**src/rtl/packet_length_meter.sv**
```systemverilog
// rtl/packet_length_meter.sv - passive AXI-Stream tap emitting one byte-length record per packet
// Optional PLEN_OVERSIZE_EN: also flag packets longer than MAX_LEN bytes.
module packet_length_meter #(
    parameter int DW      = 512,
    parameter int MAX_LEN = 9600
) (
    input  logic             clk,
    input  logic             reset,
    input  logic [DW-1:0]    axis_tdata,
    input  logic [DW/8-1:0]  axis_tkeep,
    input  logic             axis_tlast,
    input  logic             axis_tuser,
    input  logic             axis_tvalid,
    input  logic             axis_tready,
    output logic [15:0]      plen_tdata,
    output logic             plen_tvalid,
    output logic             plen_tuser
);
    localparam int KW = DW / 8;
    localparam int CW = $clog2(KW + 1);

    localparam logic [0:0] ST_IDLE   = 1'b0;
    localparam logic [0:0] ST_IN_PKT = 1'b1;

    logic [CW-1:0] keep_bytes;
    logic          s1_valid;
    logic [CW-1:0] s1_bytes;
    logic          s1_last;
    logic          s1_user;

    logic [0:0]    state;
    logic [16:0]   acc;
    logic          sat;
    logic          err;

    logic          in_pkt;
    logic [16:0]   sum;
    logic [16:0]   next_acc;
    logic          next_sat;
    logic          next_err;
    logic          bad;

    // tkeep may be sparse, so every set bit is one byte
    always_comb begin
        keep_bytes = '0;
        for (int i = 0; i < KW; i++) begin
            keep_bytes = keep_bytes + CW'(axis_tkeep[i]);
        end
    end

    always_ff @(posedge clk) begin
        if (reset) begin
            s1_valid <= 1'b0;
            s1_bytes <= '0;
            s1_last  <= 1'b0;
            s1_user  <= 1'b0;
        end else begin
            s1_valid <= axis_tvalid & axis_tready;
            if (axis_tvalid && axis_tready) begin
                s1_bytes <= keep_bytes;
                s1_last  <= axis_tlast;
                s1_user  <= axis_tuser;
            end
        end
    end

    // A beat in IDLE starts from zero, which lets a tlast beat and the next
    // packet's first beat run back to back without a bubble.
    always_comb begin
        in_pkt   = (state == ST_IN_PKT);
        sum      = (in_pkt ? acc : 17'd0) + 17'(s1_bytes);
        next_sat = (in_pkt & sat) | (sum > 17'h0FFFF);
        next_acc = (sum > 17'h0FFFF) ? 17'h0FFFF : sum;
        next_err = (in_pkt & err) | s1_user;
`ifdef PLEN_OVERSIZE_EN
        bad      = next_err | next_sat | (next_acc > 17'(MAX_LEN));
`else
        bad      = next_err | next_sat;
`endif
    end

    always_ff @(posedge clk) begin
        if (reset) begin
            state       <= ST_IDLE;
            acc         <= '0;
            sat         <= 1'b0;
            err         <= 1'b0;
            plen_tvalid <= 1'b0;
            plen_tdata  <= '0;
            plen_tuser  <= 1'b0;
        end else begin
            plen_tvalid <= 1'b0;
            if (s1_valid) begin
                acc <= next_acc;
                sat <= next_sat;
                err <= next_err;
                if (s1_last) begin
                    state       <= ST_IDLE;
                    plen_tvalid <= 1'b1;
                    plen_tdata  <= next_acc[15:0];
                    plen_tuser  <= bad;
                end else begin
                    state <= ST_IN_PKT;
                end
            end
        end
    end
endmodule

```
**config.mk**
```make
export PLATFORM = sky130hd
export DESIGN_NAME = packet_length_meter
export DESIGN_NICKNAME = d
export VERILOG_FILES = /design/src/rtl/packet_length_meter.sv
export SDC_FILE = /design/constraint.sdc
export NUM_CORES = 1
export LEC_CHECK = 0
export BUFFER_PORTS_ARGS = -buffer_cell sky130_fd_sc_hd__buf_2
export CAP_MARGIN = 10
export CORE_AREA = 2 2 232 234
export DETAILED_ROUTE_END_ITERATION = 6
export DIE_AREA = 0 0 234 236
export GPL_TIMING_DRIVEN = 0
export PLACE_DENSITY_LB_ADDON = 0.08
export SYNTH_ARGS = -nofsm -noshare
export SYNTH_HDL_FRONTEND = slang
export SYNTH_SLANG_ARGS = --single-unit
```
**constraint.sdc**
```tcl
create_clock -name clk -period 10.25 [get_ports clk]
set_input_delay 1.025 -clock clk [delete_from_list [all_inputs] [get_ports clk]]
set_output_delay 1.025 -clock clk [all_outputs]
set_load 0.005 [all_outputs]
```
* Word level (Yosys, flattened, before mapping)
Cells that the tools add are included.
** Word-level totals
- Register bits :: 48
- Input port bits :: 582
- Output and inout bits :: 18
- Logic and storage cells :: 90
** Operators by class
- $add $sub $neg :: 64
- $lt $le $gt $ge :: 1
- Muxes and demuxes :: 4
- Bitwise logic cells :: 7
- Reduce and logical (&&, ||, !) cells :: 3
** Operator list (number)
- 7-bit by 1-bit adder with 7-bit output :: 57
- 17-bit 2-to-1 mux :: 2
- 17-bit by 7-bit adder with 17-bit output :: 1
- 17-bit by 16-bit > comparator with 1-bit output, second input constant :: 1
- 6-bit by 1-bit adder with 7-bit output :: 1
- 5-bit by 1-bit adder with 6-bit output :: 1
- 4-bit by 1-bit adder with 5-bit output :: 1
- 3-bit by 1-bit adder with 4-bit output :: 1
- 2-bit by 1-bit adder with 3-bit output :: 1
- 1-bit AND :: 3
- 1-bit bitwise OR :: 3
- 1-bit by 1-bit adder with 2-bit output :: 1
- 1-bit 2-to-1 mux :: 2
- 2-bit AND reduction :: 1
- 2-bit OR reduction :: 1
- 1-bit logical AND :: 1
- 1-bit NOT :: 1

* Depth between registers and ports, before layout
Gate-level depths: netlist of the first run.
- Depth in word-level cells :: 63
- Gate-level depth with buffers :: 20
- Gate-level depth less buffers :: 20

* Least setup slack after synthesis of the first run
Ideal clock, no wire load.
- Kind :: input port to flip-flop
- Start :: input port axis_tkeep[35]
- End :: register s1_bytes[6]
- Setup time :: 0.132 ns
- Arrival :: 6.376 ns
- Required time :: 10.118 ns
- Path slack :: 3.742 ns
- Cell stages on the path :: 20
- Buffers on the path :: 0
- Cell sequence :: inv_1 -> fa_1 -> inv_1 -> fa_1 -> fa_1 -> inv_1 -> fa_1 -> inv_1 -> fa_1 -> fa_1 -> fa_1 -> inv_1 -> fa_1 -> inv_1 -> fa_1 -> a21o_1 -> a21oi_1 -> o21bai_1 -> a21oi_1 -> a21oi_1
** On the way
- Cells in the longest elaborated chain, start to end :: 29
** Ends and longest elaborated chain
- start, declared :: RTL line 10 : input logic [DW/8-1:0] axis_tkeep,
- 7-bit by 1-bit adder with 7-bit output (29 in a row) :: RTL line 47 : keep_bytes = keep_bytes + CW'(axis_tkeep[i]);
- end signal, assigned :: RTL line 60 : s1_bytes <= keep_bytes;
- end, declared :: RTL line 27 : logic [CW-1:0] s1_bytes;
No other way between the ends.
A chain may end at the register's enable or synchronous reset.

* Final worst setup path of the first run
Same ends and word-level chain as after synthesis.

==> metrics.csv, run 1 <==
metric;value;unit
status;finished clean;
drc;0;
cts-resized-gates;0;
n_fill_cell;6135;
htreeDepth;2;
final_cell_mix;inv_1 (119), buf_2 (89), fa_1 (55);
hold_viol_final;0;
drt_iter0_markers;134;
yosys-mux-area-fraction;0.877;%
layout_commonest_cell;inv_1;
wl;16200;um
cts_tree;done;
nNetsFinal;1245;
avgSynthCellArea;8.69;sq um
max_slew_margin;48.7;%
ys.flop_type;dfxtp_1;
crit_slowest_cell;fa_1;
grt_start_max_net_pins;15;
min_period;6670;ps
num_vias;3607;
yosys.area_share.xor_xnor;3.04;%
hold_path_class;reg -> reg;
path_clk_slew;80;ps
die_x;234;um
slew_viol_final;0;
ios;600;
ys_async_sr_fraction;0;%
synth_edf_count;0;
row_count;85;
crit_top_cell;fa_1;
path_cells;buf_2 -> inv_1 -> fa_1 -> inv_1 -> fa_1 -> fa_1 -> inv_1 -> fa_1 -> inv_1 -> fa_1 -> fa_1 -> fa_1 -> inv_1 -> fa_1 -> inv_1 -> fa_1 -> a21o_1 -> a21oi_1 -> o21bai_1 -> a21oi_1 -> a21oi_1;
viasPerCell;2.80;
ir_drop;0.281;mV
rsz0062_at_grt;no;
cap_violations;0;
dieArea;55200;sq um
cpPeakStageDelay;550;ps
ff_latch_area;961;sq um
initial_core_util;8.06;%
syn-cell-area;4280;sq um
clock_latency;310;ps
critPathKind;in -> reg;
postRouteAntennaNets;0;
synth_fa_ha_area_share;32.2;%
synth_cells;492;
grt_pass1_vias;3987;
core_area;53100;sq um
period_share;65.1;%
cts_setup_buffers;0;
cp_max_fo;2;
post_drt_wl_per_cell;12.5;um
yosys_warnings;0;
arrival;6840;ps
die_h;236;um
place.gp.congestion;0.664;
layout-drive-gt1-share;19.4;%
area_growth;35.2;%
dp_hpwl;13600;um
p_per_area;377;nW/um^2
required;10420;ps
grt_util_all_layers;6.06;%
grt_overflow;0;
first_pass_iters;4;
cts-root-buf;clkbuf_16;
fmax;0.150;GHz
holdWs;466;ps
tns;0;ps
seq_area_frac_synth;22.5;%
antenna_found_initial;13;
start_kind;input port;
synth.distinct_cells;54;
fin_worst_skew;13.7;ps
multi_input_area;2750;sq um
syn-num-nets;1151;
cp-end-kind;register;
max-clock-path-buffers;2;
postSynthRegisterBits;48;
synth_top_family_by_area;adder cells;
whs_path_depth;2;
setup_viol;0;
grt_pass1_wl;25000;um
ff2ff_path_depth;12;
tightest_slew;769;ps
cts_sinks;48;
io_buffer_count;87;
synth_compound_area_share;15.4;%
yosys.area_share.simple;12.7;%
numCtsBuffers;5;
leakage;2.49;nW
cts_hold_repair.buffers;0;
-- worst paths after layout --
check                                     from           to  slack, ps
worst min register to register     s1_bytes[3]  s1_bytes[3]        470
worst max-delay path            axis_tkeep[35]  s1_bytes[6]       3580
worst max register to register          in_pkt      acc[11]       6290
worst min-delay path               s1_bytes[3]  s1_bytes[3]        470
-- Yosys cell counts (2+ instances only) --
library cell	instances	area, sq um
inv_1	119	447
fa_1	55	1100
dfxtp_1	48	961
nand2_1	36	135
nor2_1	23	86.3
ha_1	22	275
a21oi_1	19	95.1
o21ai_0	19	95.1
a31oi_1	15	93.8
clkbuf_1	15	56.3
nand3_1	13	65.1
a311oi_1	10	87.6
and2_1	10	62.6
a211oi_1	7	52.6
xor2_1	7	61.3
xnor2_1	6	52.6
o211ai_1	5	37.5
a21o_1	4	30.0
nor3_1	4	20.0
nor4_1	4	25.0
o31ai_1	4	30.0
and3_1	3	18.8
buf_1	3	11.3
buf_6	3	33.8
o32ai_1	3	26.3
buf_2	2	10.0
mux2_2	2	22.5
nand2b_1	2	12.5
nand4_1	2	12.5
o21ai_1	2	10.0
o21bai_1	2	15.0
-- area by class of cell --
cell class                 count  area share, %
multi-input combinational    300           47.5
sequential                    48           16.6
tap                          696           15.1
inverter                     119           7.73
timing repair buffer          87           7.53
clock buffer                   7           2.64
buffer                        25           2.14
clock inverter                 1          0.519
antenna                        6          0.260
-- flip-flops by register name, indices dropped and copies added, names as in the netlist --
| signal | count |
|---|---|
| s1_valid | 1 |
| plen_tdata | 16 |
| plen_tvalid | 1 |
| sat | 1 |
| s1_bytes | 7 |
| acc | 17 |
| s1_user | 1 |
| err | 1 |
| s1_last | 1 |
| plen_tuser | 1 |
| in_pkt | 1 |
-- logic make-up after synthesis --
logic type	count (synthesis)
compound gates	98
flops	48
mux	3
simple gates	108
xor+xnor	14
buf+inv	144
fa+ha+maj	77
-- worst max-delay path: cells and delay by family --
kind                     cells  cell delay (ps)
adder cells (fa/ha/maj)      9             4540
buffers and inverters        7              410
AO/OA/AOI/OAI                5              860
-- power breakdown --
part           total (mW)  leakage [nW]  internal [mW]  switching (mW)
logic                1.76          2.01          0.783           0.974
clock network       0.216        0.0902          0.129          0.0870
registers           0.205         0.389          0.199         0.00621
total                2.18          2.49           1.11            1.07
-- per-stage QoR --
stage | instances | instance area [sq um] | util [%] | total power, mW | setup slack [ps]
CTS | 1283 | 5770 | 10.9 | 2.31 | 3490
floorplan | 492 | 4280 | - | 1.56 | 3740
finish | 1289 | 5780 | 10.9 | 2.18 | 3580
global placement | 1275 | 5580 | 10.5 | 2.12 | 3100
detailed placement | 1275 | 5580 | 10.5 | 2.07 | 3160
global route | 1283 | 5770 | 10.9 | 2.54 | 3330
-- metal layers --
metal  GRT usage, %  wire length [um]  vias to the layer above  part of all wire (%)
li1               -                 -                     1781                     -
met1           7.89              7430                     1712                    46
met2           9.91              7450                       78                    46
met3           1.89              1060                       22                   6.6
met4          0.978               123                       14                  0.76
met5              0                84                        -                  0.52
Note: power is estimated with default switching activity, not from simulation.
==> inputs of run 2 (changes only) <==
--- a/config.mk
+++ b/config.mk
@@ -7,9 +7,9 @@
 export LEC_CHECK = 0
 export BUFFER_PORTS_ARGS = -buffer_cell sky130_fd_sc_hd__buf_2
 export CAP_MARGIN = 10
-export CORE_AREA = 2 2 232 234
+export CORE_AREA = 2 2 233 235
 export DETAILED_ROUTE_END_ITERATION = 6
-export DIE_AREA = 0 0 234 236
+export DIE_AREA = 0 0 235 237
 export GPL_TIMING_DRIVEN = 0
 export PLACE_DENSITY_LB_ADDON = 0.08
 export SYNTH_ARGS = -nofsm -noshare
==> constraint.sdc (replaced) <==
create_clock -name clk -period 5.4 [get_ports clk]
set_input_delay 0.54 -clock clk [delete_from_list [all_inputs] [get_ports clk]]
set_output_delay 0.54 -clock clk [all_outputs]
set_load 0.005 [all_outputs]
==> run 2 against run 1 <==
  * The run now ends with setup timing left
  * First-iteration DRC count grew 12%
  * Cell area is 1.0% higher
  * Flip-flop and latch count unchanged
  * Combinational power grew 120%
  * Clock skew is 4.5 ps lower
  * Critical path depth decreased by 1
  * Sequential power rose by 90%
  * Register-to-register slack got worse by 4900 ps
  * Core utilization grew 0.065 points
  * Largest cell class unchanged
  * Largest power group unchanged
  * Critical endpoint unchanged
==> metrics.csv, run 2 (same netlist as run 1, synthesis figures left out) <==
metric;value;unit;change
fin_cells;1294;;+0.39%
clock_latency;300;ps;about the same
grt_pass1_wl;25200;um;+0.83%
grt_overflow;0;;unchanged
place.gp.congestion;0.658;;-0.86%
regMostFlops;acc;;
fmax;0.172;GHz;
fin_area;5840;sq um;+1.0%
htreeDepth;2;;unchanged
grt_start_max_net_pins;16;;+1
grt_pass1_vias;4058;;+1.8%
dp.cells;1275;;unchanged
die_h;237;um;+0.42%
viasPerCell;2.79;;-0.47%
drt_iter0_markers;150;;+12%
p_per_area;787;nW/um^2;+110%
arrival;5970;ps;-870 ps
layout-drive-gt1-share;23.3;%;+3.8 points
setup_slack;-406;ps;-3990 ps
drc;0;;unchanged
max_slew_margin;48.4;%;-0.32 points
core_area;53300;sq um;+0.40%
leakage;2.48;nW;-0.49%
start_kind;input port;;
antenna_found_initial;14;;+1
post_drt_wl_per_cell;12.6;um;+0.61%
numCtsBuffers;5;;unchanged
first_pass_iters;4;;unchanged
dp_hpwl;13900;um;+2.2%
cts_tree;done;;
cts_sinks;48;;unchanged
tightest_slew;770;ps;+1.07 ps
period_share;108;%;
critPathKind;in -> reg;;
slew_viol_final;0;;unchanged
num_vias;3604;;-0.083%
ios;600;;unchanged
place_ws;-951;ps;-4110 ps
wl;16300;um;+1.0%
cap_violations;0;;unchanged
setup_viol;6;;+6
placed_area;5610;sq um;+0.38%
hold_viol_final;0;;unchanged
required;5560;ps;-4860 ps
final_cell_mix;inv_1 (108), buf_2 (86), fa_1 (50);;
nNetsFinal;1247;;+0.16%
status;finished, violations left;;
io_buffer_count;87;;unchanged
violations;setup timing;;
initial_core_util;8.03;%;-0.032 points
dieArea;55700;sq um;+0.85%
area_growth;36.5;%;
utilization;11.0;%;+0.065 points
rsz0062_at_grt;yes;;
max-clock-path-buffers;2;;unchanged
layout_commonest_cell;inv_1;;
reg.largest.list;acc: 17 flops, plen_tdata: 16 flops, s1_bytes: 7 flops;;
cp-end-kind;register;;
postRouteAntennaNets;0;;unchanged
finalPower;4.59;mW;+110%
cts-root-buf;clkbuf_16;;
path_clk_slew;70;ps;about the same
largest_register_ffs;17;;unchanged
row_count;85;;unchanged
grt_util_all_layers;5.93;%;-0.13 points
fin_worst_skew;9.21;ps;-4.51 ps
hold_path_class;reg -> reg;;
min_period;5810;ps;
cp_max_fo;2;;unchanged
die_x;235;um;+0.43%
ir_drop;0.684;mV;+140%
==> run 2: cell types whose count changed in the layout (fill, tap and decap cells not counted), sizes merged <==
cell	change
bufinv	-1
buf	+2
clkinvlp	+2
clkbuf	-1
diode	+3
==> run 2: repair_timing <==
action                     4_1_cts  5_1_grt
setup endpoints to repair        6        6
buffers inserted                 1        1
gates cloned                     0        0
gates resized for setup         12        5
pin swaps                       12        8
hold buffers                     0        0
==> run 2: per-layer routing <==
| layer | vias up | track usage (%) | share of wire (%) |
|---|---|---|---|
| li1 | 1784 | - | - |
| met1 | 1706 | 7.49 | 46 |
| met2 | 87 | 9.87 | 46 |
| met3 | 17 | 2.05 | 7.1 |
| met4 | 10 | 0.978 | 0.73 |
| met5 | - | 0 | 0.38 |
==> run 2: path summary, 6_finish.rpt <==
kind	to	slack (ps)	cells past startpoint	start
max	s1_bytes[6]	-410	20	axis_tkeep[11]
min	s1_bytes[4]	460	2	s1_bytes[4]
max reg2reg	acc[15]	1380	12	in_pkt
min reg2reg	s1_bytes[4]	460	2	s1_bytes[4]
==> run 2: worst max-delay path: stages <==
cell and delay, ps:
buf_6 70, inv_2 30, fa_1 520, inv_1 50, fa_1 470, inv_1 50
fa_2 560, fa_1 460, fa_1 580, fa_1 440, fa_1 460, fa_1 490
inv_1 40, ha_2 180, fa_2 340, a21o_1 180, a21oi_2 170, o21bai_1 100
a21oi_2 160, a21oi_1 80
==> run 2: power by group <==
| part | internal [mW] | switching [mW] |
|---|---|---|
| registers | 0.378 | 0.0119 |
| logic | 1.82 | 2.03 |
| clock network | 0.185 | 0.164 |
| total | 2.39 | 2.21 |
==> run 2: layout make-up <==
type	instances	area, sq um
Fill cell	6170	47400
Clock inverter	2	15.0
Sequential cell	48	961
Buffer	25	124
Clock buffer	6	139
Inverter	119	454
Tap cell	696	871
Antenna cell	9	22.5
Timing Repair Buffer	89	473
Multi-Input combinational cell	300	2780
==> run 2: per-stage QoR <==
step | setup TNS, ps | hold slack (ps)
5_1_grt | -2870 | 481
3_5_place_dp | -4370 | 455
3_3_place_gp | -4440 | 456
2_1_floorplan | -1360 | 435
4_1_cts | -1790 | 474
6_report | -1550 | 463
